$ cat config.mk
export PLATFORM = sky130hd
export DESIGN_NAME = mult_div_unit_flat
export DESIGN_NICKNAME = d
export VERILOG_FILES = /design/src/rtl/mips16_pkg.sv /design/src/rtl/mult_div_unit_if.sv /design/src/rtl/sign_magnitude.sv /design/src/rtl/mult_div_unit.sv /design/src/flat_wrapper.sv
export SDC_FILE = /design/constraint.sdc
export NUM_CORES = 1
export LEC_CHECK = 0
export CAP_MARGIN = 20
export CORE_UTILIZATION = 50
export CTS_CLUSTER_DIAMETER = 150
export DETAILED_ROUTE_END_ITERATION = 8
export GPL_ROUTABILITY_DRIVEN = 0
export GPL_TIMING_DRIVEN = 0
export PLACE_DENSITY = 0.85
export SETUP_SLACK_MARGIN = 0.3
export SYNTH_ARGS = -nofsm -noshare
export SYNTH_HDL_FRONTEND = slang
export SYNTH_SLANG_ARGS = --single-unit
$ cat constraint.sdc
create_clock -name clock -period 2.7 [get_ports clock]
set_input_delay 0.27 -clock clock [delete_from_list [all_inputs] [get_ports clock]]
set_output_delay 0.27 -clock clock [all_outputs]
set_load 0.01 [all_outputs]
$ cat src/rtl/mips16_pkg.sv
// Shared constants and types for the 16-bit MIPS multiply/divide datapath.
package mips16_pkg;

    localparam int unsigned DEFAULT_WIDTH = 16;

    localparam logic [1:0] OP_MULTU = 2'b00;
    localparam logic [1:0] OP_DIVU  = 2'b01;
    localparam logic [1:0] OP_MULT  = 2'b10;
    localparam logic [1:0] OP_DIV   = 2'b11;

    typedef enum logic [1:0] {
        ST_IDLE,
        ST_MUL,
        ST_DIV,
        ST_DONE
    } state_e;

endpackage

$ cat src/rtl/mult_div_unit_if.sv
// Issue/result bundle between the register file/control unit and the multiply/divide unit.
interface mult_div_unit_if #(
    parameter int unsigned WIDTH = 16
);
    logic             start;
    logic [1:0]       op;
    logic [WIDTH-1:0] rs;
    logic [WIDTH-1:0] rt;
    logic [1:0]       hilo_we;
    logic [WIDTH-1:0] write_data;
    logic [WIDTH-1:0] hi;
    logic [WIDTH-1:0] lo;
    logic             busy;
    logic             done;
    logic             div_by_zero;

    modport master (
        output start, op, rs, rt, hilo_we, write_data,
        input  hi, lo, busy, done, div_by_zero
    );

    modport slave (
        input  start, op, rs, rt, hilo_we, write_data,
        output hi, lo, busy, done, div_by_zero
    );
endinterface

$ cat src/rtl/sign_magnitude.sv
// Two's-complement to sign/magnitude conversion; passes the value through when signed_i is low.
module sign_magnitude #(
    parameter int unsigned WIDTH = 16
) (
    input  logic [WIDTH-1:0] value_i,
    input  logic             signed_i,
    output logic [WIDTH-1:0] mag_o,
    output logic             sign_o
);
    assign sign_o = signed_i & value_i[WIDTH-1];
    assign mag_o  = sign_o ? ({WIDTH{1'b0}} - value_i) : value_i;
endmodule

$ cat src/rtl/mult_div_unit.sv
// Iterative shift-add multiplier / restoring divider writing the architectural HI/LO registers.
// Define MULDIV_SIGNED_EN to make op 10/11 signed; otherwise op[1] is ignored.
module mult_div_unit
    import mips16_pkg::*;
#(
    parameter int unsigned WIDTH = DEFAULT_WIDTH,
    parameter int unsigned CNT_W = 5
) (
    input logic            clock,
    input logic            reset_n,
    mult_div_unit_if.slave bus
);
    localparam int unsigned W2 = 2 * WIDTH;

    state_e           state_q;
    logic [CNT_W-1:0] cnt_q;
    logic [W2-1:0]    acc_q;
    logic [WIDTH-1:0] dvsr_q;
    logic [WIDTH-1:0] hi_q;
    logic [WIDTH-1:0] lo_q;
    logic             busy_q;
    logic             done_q;
    logic             dbz_q;
    logic             neg_q;
    logic             rem_neg_q;

    logic             is_div;
    logic             is_idle;
    logic             signed_op;
    logic             sign_rs;
    logic             sign_rt;
    logic [WIDTH-1:0] mag_rs;
    logic [WIDTH-1:0] mag_rt;

    assign is_div  = (bus.op == OP_DIVU) || (bus.op == OP_DIV);
    assign is_idle = (state_q == ST_IDLE) || (state_q == ST_DONE);

`ifdef MULDIV_SIGNED_EN
    assign signed_op = bus.op[1];

    sign_magnitude #(.WIDTH(WIDTH)) u_abs_rs (
        .value_i  (bus.rs),
        .signed_i (signed_op),
        .mag_o    (mag_rs),
        .sign_o   (sign_rs)
    );

    sign_magnitude #(.WIDTH(WIDTH)) u_abs_rt (
        .value_i  (bus.rt),
        .signed_i (signed_op),
        .mag_o    (mag_rt),
        .sign_o   (sign_rt)
    );
`else
    assign signed_op = 1'b0;
    assign sign_rs   = 1'b0;
    assign sign_rt   = 1'b0;
    assign mag_rs    = bus.rs;
    assign mag_rt    = bus.rt;
`endif

    // One adder/subtractor serves both iterations; the divide path uses its borrow bit.
    logic [WIDTH+1:0] add_a;
    logic [WIDTH+1:0] add_b;
    logic [WIDTH+1:0] add_sum;
    logic [W2-1:0]    acc_step;
    logic [W2-1:0]    prod;
    logic [WIDTH-1:0] quot;
    logic [WIDTH-1:0] rem;
    logic [WIDTH-1:0] res_hi;
    logic [WIDTH-1:0] res_lo;

    always_comb begin
        add_b = {2'b00, dvsr_q};
        if (state_q == ST_DIV) begin
            add_a    = {1'b0, acc_q[W2-1:WIDTH-1]};
            add_sum  = add_a - add_b;
            acc_step = add_sum[WIDTH+1] ? {acc_q[W2-2:0], 1'b0}
                                        : {add_sum[WIDTH-1:0], acc_q[WIDTH-2:0], 1'b1};
        end else begin
            add_a    = {2'b00, acc_q[W2-1:WIDTH]};
            add_sum  = add_a + add_b;
            acc_step = acc_q[0] ? {add_sum[WIDTH:0], acc_q[WIDTH-1:1]}
                                : {1'b0, acc_q[W2-1:1]};
        end

        prod = neg_q ? ({W2{1'b0}} - acc_step) : acc_step;
        quot = neg_q ? ({WIDTH{1'b0}} - acc_step[WIDTH-1:0]) : acc_step[WIDTH-1:0];
        rem  = rem_neg_q ? ({WIDTH{1'b0}} - acc_step[W2-1:WIDTH]) : acc_step[W2-1:WIDTH];

        if (state_q == ST_DIV) begin
            res_hi = rem;
            res_lo = quot;
        end else begin
            res_hi = prod[W2-1:WIDTH];
            res_lo = prod[WIDTH-1:0];
        end
    end

    always_ff @(posedge clock) begin
        if (!reset_n) begin
            state_q   <= ST_IDLE;
            cnt_q     <= '0;
            acc_q     <= '0;
            dvsr_q    <= '0;
            hi_q      <= '0;
            lo_q      <= '0;
            busy_q    <= 1'b0;
            done_q    <= 1'b0;
            dbz_q     <= 1'b0;
            neg_q     <= 1'b0;
            rem_neg_q <= 1'b0;
        end else begin
            unique case (state_q)
                ST_IDLE, ST_DONE: begin
                    state_q <= ST_IDLE;
                    done_q  <= 1'b0;
                    dbz_q   <= 1'b0;
                    if (bus.start) begin
                        cnt_q     <= CNT_W'(WIDTH);
                        dvsr_q    <= mag_rt;
                        acc_q     <= {{WIDTH{1'b0}}, mag_rs};
                        neg_q     <= signed_op & (sign_rs ^ sign_rt);
                        rem_neg_q <= signed_op & sign_rs;
                        if (is_div && (bus.rt == '0)) begin
                            state_q <= ST_DONE;
                            done_q  <= 1'b1;
                            dbz_q   <= 1'b1;
                            hi_q    <= bus.rs;
                            lo_q    <= '1;
                        end else begin
                            state_q <= is_div ? ST_DIV : ST_MUL;
                            busy_q  <= 1'b1;
                        end
                    end else begin
                        if (bus.hilo_we[1]) hi_q <= bus.write_data;
                        if (bus.hilo_we[0]) lo_q <= bus.write_data;
                    end
                end
                ST_MUL, ST_DIV: begin
                    acc_q <= acc_step;
                    cnt_q <= cnt_q - 1'b1;
                    if (cnt_q == CNT_W'(1)) begin
                        state_q <= ST_DONE;
                        busy_q  <= 1'b0;
                        done_q  <= 1'b1;
                        hi_q    <= res_hi;
                        lo_q    <= res_lo;
                    end
                end
                default: state_q <= ST_IDLE;
            endcase
        end
    end

    assign bus.hi          = hi_q;
    assign bus.lo          = lo_q;
    assign bus.busy        = busy_q;
    assign bus.done        = done_q;
    assign bus.div_by_zero = dbz_q;

endmodule

$ cat src/flat_wrapper.sv
// flat-port wrapper written by rule: the top's interface ports become plain ports
module mult_div_unit_flat import mips16_pkg::*;
#(
    parameter int unsigned WIDTH = DEFAULT_WIDTH,
    parameter int unsigned CNT_W = 5
)
  (clock, reset_n, bus_start, bus_op, bus_rs, bus_rt, bus_hilo_we, bus_write_data, bus_hi, bus_lo, bus_busy, bus_done, bus_div_by_zero);
  mult_div_unit_if #(.WIDTH(WIDTH)) bus_i ();
  input logic clock;
  input logic reset_n;
  input wire logic [$bits(bus_i.start)-1:0] bus_start;
  input wire logic [$bits(bus_i.op)-1:0] bus_op;
  input wire logic [$bits(bus_i.rs)-1:0] bus_rs;
  input wire logic [$bits(bus_i.rt)-1:0] bus_rt;
  input wire logic [$bits(bus_i.hilo_we)-1:0] bus_hilo_we;
  input wire logic [$bits(bus_i.write_data)-1:0] bus_write_data;
  output wire logic [$bits(bus_i.hi)-1:0] bus_hi;
  output wire logic [$bits(bus_i.lo)-1:0] bus_lo;
  output wire logic [$bits(bus_i.busy)-1:0] bus_busy;
  output wire logic [$bits(bus_i.done)-1:0] bus_done;
  output wire logic [$bits(bus_i.div_by_zero)-1:0] bus_div_by_zero;
  assign bus_i.start = bus_start;
  assign bus_i.op = bus_op;
  assign bus_i.rs = bus_rs;
  assign bus_i.rt = bus_rt;
  assign bus_i.hilo_we = bus_hilo_we;
  assign bus_i.write_data = bus_write_data;
  assign bus_hi = bus_i.hi;
  assign bus_lo = bus_i.lo;
  assign bus_busy = bus_i.busy;
  assign bus_done = bus_i.done;
  assign bus_div_by_zero = bus_i.div_by_zero;
  mult_div_unit #(.WIDTH(WIDTH), .CNT_W(CNT_W)) u_core (.clock(clock), .reset_n(reset_n), .bus(bus_i));
endmodule
== Word level (Yosys, flattened, before mapping) ==
Index checks and enable logic that the tools add are counted.

* Bits in registers: 90
* Bits in latches: 0
* Memory bits (writable): 0
* Bits in read-only memories: 0
* Input port bits: 55
* Output and inout bits: 35
* Logic and storage cells: 64
* Memories kept: 0

* $add $sub $neg: 3
* Multiply operators: 0
* Div/mod/pow operators: 0
* $lt $le $gt $ge: 0
* Eq/ne operators: 12
* Shift-type cells: 0
* Multiplexer cells: 30
* Bitwise operators: 0
* Reduce and logical (&&, ||, !) cells: 10

{| class="wikitable"
|+ Operator list
! operator !! count
|-
| $mux W16 || 8
|-
| $mux W32 || 4
|-
| $pmux W16 S2 || 2
|-
| $pmux W32 S2 || 1
|-
| $sub A17 B16 Y18 || 1
|-
| $add A16 B16 Y17 || 1
|-
| $logic_not A16 Y1 || 1
|-
| $pmux W5 S2 || 1
|-
| $reduce_and A3 Y1 || 3
|-
| $mux W2 || 4
|-
| $eq A2 B2 Y1 const B || 3
|-
| $mux W1 || 6
|-
| $ne A3 B3 Y1 const B || 2
|-
| $eq A5 B1 Y1 const B || 1
|-
| $mux W5 || 1
|-
| $sub A5 B1 Y5 const B || 1
|-
| $eq A2 B1 Y1 const B || 2
|-
| $ne A2 B2 Y1 const B || 2
|-
| $pmux W1 S2 || 2
|-
| $pmux W2 S2 || 1
|-
| $reduce_or A2 Y1 || 2
|-
| $ne A3 B2 Y1 const B || 1
|-
| $logic_not A2 Y1 || 1
|-
| $ne A2 B1 Y1 const B || 1
|-
| other kinds (3) || 3
|}

== Longest topological paths before layout ==
* Depth after elaboration: 6
* Depth in mapped cells: 11
* Mapped depth without buffers: 11

== Worst setup path after synthesis ==
Ideal clock, no wire load.

* Path kind: reg2reg
* Start point: register u_core.dvsr_q[10]
* End point: register u_core.hi_q[4] (netlist: u_core.bus.hi[4])
* Data arrival time: 2.380 ns
* Required time: 2.562 ns
* Slack: 0.182 ns
* Stages on the path, launching flop included: 12
* Path buffers: 1
* Period minus slack after synthesis: 2.518 ns
* Cell sequence: dfxtp_1 -> inv_1 -> ha_1 -> a21o_1 -> a21o_1 -> a211o_1 -> o21ai_4 -> nand2_2 -> buf_6 -> mux2_4 -> a21oi_2 -> o221ai_1

* Word-level cells in the longest chain between the ends: 5

{| class="wikitable"
|+ Ends and longest elaborated chain
! item !! RTL line !! text
|-
| start: declaration || mult_div_unit.sv:18 || <nowiki>logic [WIDTH-1:0] dvsr_q;</nowiki>
|-
| start signal: assignment || mult_div_unit.sv:121 || <nowiki>dvsr_q <= mag_rt;</nowiki>
|-
| $sub A17 B16 Y18 || mult_div_unit.sv:77 || <nowiki>add_sum = add_a - add_b;</nowiki>
|-
| $mux W32 || mult_div_unit.sv:78 || <nowiki>acc_step = add_sum[WIDTH+1] ? {acc_q[W2-2:0], 1'b0}</nowiki>
|-
| $mux W32 || mult_div_unit.sv:75 || <nowiki>if (state_q == ST_DIV) begin</nowiki>
|-
| $mux W16 || mult_div_unit.sv:143 || <nowiki>if (cnt_q == CNT_W'(1)) begin</nowiki>
|-
| $pmux W16 S2 || mult_div_unit.sv:114 || <nowiki>unique case (state_q)</nowiki>
|-
| end signal: assignment || mult_div_unit.sv:129 || <nowiki>hi_q <= bus.rs;</nowiki>
|-
| end signal: assignment || mult_div_unit.sv:136 || <nowiki>if (bus.hilo_we[1]) hi_q <= bus.write_data;</nowiki>
|-
| end signal: assignment || mult_div_unit.sv:147 || <nowiki>hi_q <= res_hi;</nowiki>
|-
| end: declaration || mult_div_unit.sv:19 || <nowiki>logic [WIDTH-1:0] hi_q;</nowiki>
|}

No other way between the ends. The select of a mux whose other input is x is not followed.
A chain may end at the register's enable or synchronous reset.

== Final worst setup path ==
* Start point: register u_core.acc_q[19]
* End point: register u_core.hi_q[13] (netlist: u_core.bus.hi[13])

* Word-level cells in the longest chain between the ends: 5
* Elaborated cells on any way between the ends: 7
* Classes of those cells: 2 x add/sub; 5 x mux

{| class="wikitable"
|+ Ends and longest elaborated chain
! item !! RTL line !! text
|-
| start: declaration || mult_div_unit.sv:17 || <nowiki>logic [W2-1:0] acc_q;</nowiki>
|-
| start signal: assignment || mult_div_unit.sv:122 || <nowiki>acc_q <= {{WIDTH{1'b0}}, mag_rs};</nowiki>
|-
| start signal: assignment || mult_div_unit.sv:141 || <nowiki>acc_q <= acc_step;</nowiki>
|-
| $sub A17 B16 Y18 / $add A16 B16 Y17 (equally long branches) || mult_div_unit.sv:77, mult_div_unit.sv:82 ||
|-
| $mux W32, on equally long branches || mult_div_unit.sv:78, mult_div_unit.sv:83 ||
|-
| $mux W32 (*) || mult_div_unit.sv:75 ||
|-
| $mux W16 (*) || mult_div_unit.sv:143 ||
|-
| $pmux W16 S2 (*) || mult_div_unit.sv:114 ||
|}

Mark *: on every way between the ends. The rest lies on a longest branch, timed or not. The select of a mux whose other input is x is not followed.

==> run_results.csv <==
group,metric,value,unit
outcome,outcome,"finished, violations left",
outcome,violations,"design-rule violations, negative setup slack",
global_routing,grt_max_degree,17,
power_and_ir_drop,power.leakage,3.36,nW
sta,fmax,0.354,GHz
drt,routed_wl,24600,microns
logic_synthesis,netlist_area,6060,sq um
placement,dp_hpwl,15000,microns
clocking,cts_buffer_depth,2,
clocking,tritoncts,"built",
layout,layout-drive-gt1-share,0.201,
setup_path,slowest_delay,0.49,ns
drt,wl_per_cell,22.7,microns
global_routing,grt_pass1_vias,6773,
global_routing,gr-usage-all-layers,0.352,
placement,portBuffers,88,
logic_synthesis,synth_top_area_frac,0.297,
sta,fin_setup_tns,-0.311,ns
logic_synthesis,synth_top_family_by_area,"compound AO/OA/AOI/OAI gates",
setup_path,path_delay_family,"compound AO/OA/AOI/OAI gates",
hold_path,min_path_cells,2,
logic_synthesis,synth-xor-area-share,0.0246,
clocking,cts_sinks,90,
sta,skew,0.0113,ns
setup_path,worstPathRequired,2.97,ns
logic_synthesis,muxShareOfSynthArea,0.0357,
logic_synthesis,synthSimpleGateAreaFrac,0.209,
clocking,clk_pin_slew,0.08,ns
drt,drcViolationCount,2,
drt,ant_nets,0,
power_and_ir_drop,power.share.clock,0.119,
drt,routed-wl-met2,10700,microns
layout,diodes,0,
setup_path,regToRegEndpoint,"u_core.bus.hi[13]$_SDFFE_PN0P_",
sta,hold_slack,0.454,ns
floorplan,die_h,112,microns
sta,hold_viol,0,
sta,worstMarginPinSlew,0.955,ns
logic_synthesis,synth-edff-count,0,
sta,period_share,1.05,
floorplan,rows,39,
clocking,clock-root-buffer,"clkbuf_16",
clocking,insertion_delay,0.37,ns
sta,finalMaxSlewViolations,0,
drt,routed.top_layer,"met4",
setup_path,crit_path_end_kind,"flop",
logic_synthesis,synth-async-reset-ratio,0,
logic_synthesis,synth_cell_type_count,70,
power_and_ir_drop,ir_drop,0.000943,V
sta,fin_crit,2.82,ns
sta,max_slew_margin,0.363,
layout,fin_nets,1027,
setup_path,crit_chain,"ha_1, o21a_1, o31a_1, o211a_1, o221a_1, o31a_1, a211oi_2, a2111oi_2, o31ai_1",
setup_path,rrSetupSlack,-0.12,ns
floorplan,die_w,112,microns
logic_synthesis,synth_top_area_cell,"dfxtp_1",
drt,wl_met1,8730,microns
power_and_ir_drop,netSwitchingPower,0.00651,W
logic_synthesis,synthTopCellsByArea,"dfxtp_1 30%, nand2_1 7.9%, ha_1 7.2%, a21oi_1 4.7%, mux2i_1 3.1%",
power_and_ir_drop,p_comb_frac,0.713,
setup_path,r2r_cells,9,
logic_synthesis,seq_area_frac_synth,0.297,
drt,firstDrtPassIters,9,
logic_synthesis,synth_compound_area_frac,0.297,
drt,first_iter_violations,1380,
global_routing,grt-ovfl-total,0,
setup_path,criticalPathCategory,"flop to flop",
setup_path,startpoint_type,"flop",
hold_path,whs_endpoint,"u_core.bus.lo[14]$_SDFFE_PN0P_",
floorplan,core,11600,sq um
global_routing,grt_pass1_wl,34500,microns
power_and_ir_drop,p_seq_frac,0.168,
logic_synthesis,synth-seq-cells,90,
hold_path,min_from,"u_core.bus.lo[14]$_SDFFE_PN0P_",
logic_synthesis,synth_nets,886,
drt,viasPerCell,6.92,
layout,area_growth,39.7,%
floorplan,io_pins,90,
flow_run,maxCapViolCount,0,
drt,dr_wl_met3,3170,microns
sta,final-setup-viol-count,11,
hold_path,min_path_type,"flop to flop",
logic_synthesis,synthAdderAreaFrac,0.0788,
power_and_ir_drop,internal_power,0.00682,W
setup_path,cpMostUsedCell,"o31a_1",
clocking,cts.htree.levels,3,
drt,vias,7495,
logic_synthesis,yosys_warnings,0,
setup_path,r2r_start,"u_core.acc_q[19]$_SDFFE_PN0N_",
sta,rsz0062_at_grt,"true",
logic_synthesis,syn_avg_cell_area,7.64,sq um
clocking,cts_made_buffers,9,
power_and_ir_drop,p_sw_frac,0.489,
floorplan,start_util,0.522,
global_routing,grt_antenna_before_repair,0,
floorplan,die-area,12600,sq um
setup_path,crit_fanout,5,
power_and_ir_drop,power_per_cell_area,1570,nW/um^2
logic_synthesis,synth_flop_cell,"dfxtp_1",
setup_path,cp_data_arrival_time,3.09,ns
sta,setup_slack,-0.122,ns
setup_path,worst-path-buf-inv,0,
logic_synthesis,synth_cells,794,
setup_path,crit_path_top_delay_cell,"dfxtp_1",
Yosys cell counts (5+ instances only):
| master | count |
|---|---|
| a32o_1 | 6 |
| or3_1 | 6 |
| o21ai_0 | 30 |
| inv_1 | 46 |
| a21o_1 | 11 |
| nand3_1 | 38 |
| ha_1 | 35 |
| nor3_1 | 12 |
| dfxtp_1 | 90 |
| o211a_1 | 5 |
| a21boi_0 | 20 |
| nor4_1 | 7 |
| nand4_1 | 6 |
| xnor2_1 | 12 |
| mux2i_1 | 19 |
| a211oi_1 | 8 |
| xor2_1 | 5 |
| buf_1 | 5 |
| a21boi_1 | 11 |
| nor2_1 | 41 |
| a31oi_1 | 8 |
| clkbuf_1 | 36 |
| o21ai_1 | 15 |
| o31ai_1 | 5 |
| nand2b_1 | 6 |
| a21oi_1 | 57 |
| o211ai_1 | 24 |
| nand2_1 | 127 |
| and3_1 | 17 |
| a211o_1 | 5 |
| o21a_1 | 12 |
| nor2b_1 | 6 |
cell type report:
| cell class | count | area [sq um] |
|---|---|---|
| clock buffers | 10 | 239 |
| fillers | 762 | 3140 |
| inverters | 47 | 181 |
| plain buffers | 44 | 200 |
| repair buffers | 130 | 1250 |
| clock inverters | 6 | 124 |
| flip-flops and latches | 90 | 1840 |
| well taps | 143 | 179 |
| multi-input cells | 613 | 4460 |
layer usage:
layer  up-vias  track usage
li1       3173            -
met1      3422        0.436
met2       663        0.568
met3       237       0.0783
met4         0        0.197
met5         -            0
state kept, by name, summed over array words and instances (netlist names):
signal,flops
u_core.acc_q,32
u_core.bus.hi,16
u_core.bus.lo,16
u_core.dvsr_q,16
u_core.cnt_q,5
u_core.state_q,2
u_core.bus.busy,1
u_core.bus.div_by_zero,1
u_core.bus.done,1
power groups by stage:
| stage | Sequential [W] | Clock (W) | Combinational [W] |
|---|---|---|---|
| after global placement | 0.00219 | 0 | 0.00653 |
| after global routing | 0.00227 | 0.00162 | 0.00989 |
| after CTS | 0.00219 | 0.00154 | 0.00795 |
| final | 0.00225 | 0.00158 | 0.00950 |
| after detailed placement | 0.00220 | 0 | 0.00662 |
| after floorplan | 0.00216 | 0 | 0.00466 |
logic make-up (layout without fill, tap and decap cells):
logic type / after synthesis / after routing
DFF: 90 / 90
AOI/OAI and AO/OA: 260 / 260
xor gates and xnor gates: 17 / 17
muxes: 21 / 21
and+or+nand+nor: 278 / 278
buffers and inverters: 91 / 237
adders and majority gates: 37 / 37
worst max-delay path by stage:
stage / startpoint / end / slack, ns / cells after the start
2_1_floorplan: u_core.acc_q[16]$_SDFFE_PN0N_ / u_core.bus.hi[15]$_SDFFE_PN0P_ / 0.27 / 11
3_3_place_gp: bus_rt[10] / u_core.bus.hi[4]$_SDFFE_PN0P_ / -0.49 / 9
3_5_place_dp: bus_rt[10] / u_core.bus.hi[4]$_SDFFE_PN0P_ / -0.49 / 9
4_1_cts: u_core.dvsr_q[0]$_SDFFE_PN0P_ / u_core.bus.hi[13]$_SDFFE_PN0P_ / 0.1 / 11
5_1_grt: u_core.acc_q[19]$_SDFFE_PN0N_ / u_core.bus.hi[13]$_SDFFE_PN0P_ / -0.14 / 9
6_report: u_core.acc_q[19]$_SDFFE_PN0N_ / u_core.bus.hi[13]$_SDFFE_PN0P_ / -0.12 / 9
worst register-to-register path, stage by stage, from the launching register on:
cell       delay [ns]
dfxtp_1          0.49
ha_1             0.35
o21a_1           0.24
o31a_1           0.14
o211a_1          0.29
o221a_1          0.25
o31a_1           0.30
a211oi_2         0.31
a2111oi_2        0.08
o31ai_1          0.27
cells in the final DEF, fill, tap and decap left out, drive strengths merged, types with 24 or more instances in the layout:
master         instances
o211ai                24
o21ai                 47
a21boi                31
buf                   48
a21oi                 60
clkdlybuf4s50         88
dfxtp                 90
ha                    35
nand3                 38
nor2                  42
clkbuf                48
inv                   48
nand2                128
through the flow:
stage | power (W) | cell area [sq um] | setup WS, ns | util | cells
floorplan | 0.00682 | 6150 | 0.272 | - | 794
global placement | 0.00872 | 7210 | -0.491 | 0.621 | 1025
detailed placement | 0.00881 | 7210 | -0.487 | 0.621 | 1025
CTS | 0.0117 | 8080 | 0.0952 | 0.695 | 1065
global route | 0.0138 | 8470 | -0.136 | 0.730 | 1083
finish | 0.0133 | 8470 | -0.122 | 0.730 | 1083
what timing repair did:
item                                   in CTS  in global routing
endpoints found under the hold margin       0                  0
resized for setup                          74                 76
pin swaps                                  40                 51
setup buffers                              23                 18
setup endpoints to repair                  61                 58
gates cloned                                1                  0
hold buffers                                0                  0
(Power assumes the default switching activity.)
==> RTL change: new RTL, same settings <==
`CNT_W` is set to 5 in 2 places; all go to 10.
--- a/src/rtl/mult_div_unit.sv
+++ b/src/rtl/mult_div_unit.sv
@@ -5,5 +5,5 @@
 #(
     parameter int unsigned WIDTH = DEFAULT_WIDTH,
-    parameter int unsigned CNT_W = 5
+    parameter int unsigned CNT_W = 10
 ) (
     input logic            clock,
--- a/src/flat_wrapper.sv
+++ b/src/flat_wrapper.sv
@@ -3,5 +3,5 @@
 #(
     parameter int unsigned WIDTH = DEFAULT_WIDTH,
-    parameter int unsigned CNT_W = 5
+    parameter int unsigned CNT_W = 10
 )
   (clock, reset_n, bus_start, bus_op, bus_rs, bus_rt, bus_hilo_we, bus_write_data, bus_hi, bus_lo, bus_busy, bus_done, bus_div_by_zero);
Behaviour: same outputs for any inputs over 10 cycles, from zero or initial values and one cycle with reset_n low; that may be too few to reach the edited logic, so the function may still have changed.
==> RTL change against the unedited design <==
  * The flow finishes with violations (negative setup slack)
  * Worst hold slack got worse by 0.0032 ns
  * Sequential cell count is 5 higher
  * Maximum frequency is 0.31% higher
  * Total power is 15% lower
  * Area after synthesis is 6.9% higher
  * Routed wire length up 3.6%
  * Setup slack better by 0.0086 ns
  * Design area increased by 3.5%
==> RTL change: results (changes against the unedited design) <==
[run_status]
outcome=finished, violations left  ; unchanged
violations=negative setup slack  ; was design-rule violations, negative setup slack

[global_routing]
grt_pass1_wl_um=36230  ; was 34510 um
grt_pass1_vias=7016  ; was 6773
use_met3=0.09100  ; was 0.07829
grtUsageTotal=0.3512  ; was 0.3518
grt_use_met1=0.4586  ; was 0.4356
grtUsageMet2=0.5214  ; was 0.5677

[routing]
wl_per_cell_um=22.09  ; was 22.71 um
drt-met1-wl_um=9293  ; was 8726 um
wirelength_um=25470  ; was 24590 um
wl_met3_um=3440  ; was 3169 um
dr.first_iter.drc_count=1108  ; was 1380
vias=7800  ; was 7495
wl_met2_um=10870  ; was 10710 um

[power_and_ir_drop]
p_leak_nw=3.440  ; was 3.365 nW
pwr-share-clk=0.127  ; was 0.119
ir_drop_v=0.0007976  ; was 0.0009431 V
p_switching_mw=5.495  ; was 6.514 mW
p_seq_mw=2.40  ; was 2.25 mW

[sta]
clock_skew_ns=0.01127  ; about the same
worst_pin_slew_ns=0.7377  ; was 0.9553 ns
fin_tns_setup_ns=-0.6748  ; was -0.3111 ns
layout_setup_ws_ns=-0.1135  ; was -0.1221 ns
finalSetupViolations=13  ; was 11

[synthesis]
ys_top_cells_by_area=dfxtp_1, a21oi_1, nand2_1  ; was dfxtp_1, nand2_1, ha_1
seq_area_frac_synth=0.2935  ; was 0.2972
synthTopCellsByCount=nand2_1, a21oi_1, dfxtp_1  ; was nand2_1, dfxtp_1, a21oi_1
synth_cells=847  ; was 794
ys_types=75  ; was 70
synth_nets=939  ; was 886

[critical_path]
cp_slowest_cell=fa_2  ; was dfxtp_1
r2r_cells=11  ; was 9
critPathLaunch=u_core.acc_q[16]  ; was u_core.acc_q[19]
critical-path-max-stage-delay_ns=0.41  ; was 0.49 ns
reg2reg_from=u_core.acc_q[16]  ; was u_core.acc_q[19]

[finish]
seq_share=0.2214  ; was 0.2169
drive_gt1_frac=0.1947  ; was 0.2011
inverters=44  ; was 47
seq_cell_count=95  ; was 90
multi_input_comb_cells=655  ; was 613
nClkBuffers=11  ; was 10
fillers=919  ; was 762
largest_reg_flops=32  ; unchanged
nets=1068  ; was 1027

[clocking]
cts-root-buf=clkbuf_16  ; unchanged
cts_resized=122  ; was 74
clock_latency_ns=0.35  ; was 0.37 ns

## RTL change: cell count changes after synthesis, sizes merged, moves of 5 or more
cell	before	now
a21boi	31	2
a21oi	60	98
buf	8	17
dfxtp	90	95
mux2i	19	31
nand2b	6	12
nand3	38	29
nor3	12	19
o21ai	47	61
## RTL change: critical path, delay by kind of cell (launching register included)
kind	cells	cell delay, ns
XOR/XNOR	1	0.13
AND/OR/NAND/NOR	1	0.13
adder cells (fa/ha/maj)	2	0.58
flip-flops	1	0.40
buffers and inverters	1	0.04
multiplexers	1	0.29
AO/OA/AOI/OAI	5	1.11
## RTL change: kinds of logic after synthesis
group           count (synthesis)  synth area share
simple gates                  291            0.2091
compound gates                278            0.2777
buf+inv                        97           0.07298
flops                          95            0.2935
fa+ha+maj                      37           0.07376
mux                            33           0.05136
xor+xnor                       16           0.02163
## RTL change: per-stage QoR
stage | instance area [sq um] | worst slack (ns) | util
floorplan | 6496 | 0.3000 | -
global placement | 7582 | -0.3666 | 0.6008
detailed placement | 7582 | -0.4136 | 0.6008
CTS | 8536 | 0.1307 | 0.6764
global route | 8770 | -0.2432 | 0.6949
finish | 8770 | -0.1135 | 0.6949
## RTL change: worst min-delay path by stage
| stage | startpoint | endpoint | slack, ns | cells after the start |
|---|---|---|---|---|
| 6_report | u_core.bus.lo[14] | u_core.bus.lo[14] | 0.45 | 2 |
| 5_1_grt | u_core.bus.lo[9] | u_core.bus.lo[9] | 0.47 | 2 |
| 4_1_cts | u_core.bus.lo[7] | u_core.bus.lo[7] | 0.45 | 2 |
| 3_5_place_dp | u_core.bus.lo[7] | u_core.bus.lo[7] | 0.44 | 2 |
| 3_3_place_gp | u_core.bus.lo[7] | u_core.bus.lo[7] | 0.44 | 2 |
| 2_1_floorplan | bus_op[0] | u_core.state_q[0] | 0.39 | 1 |
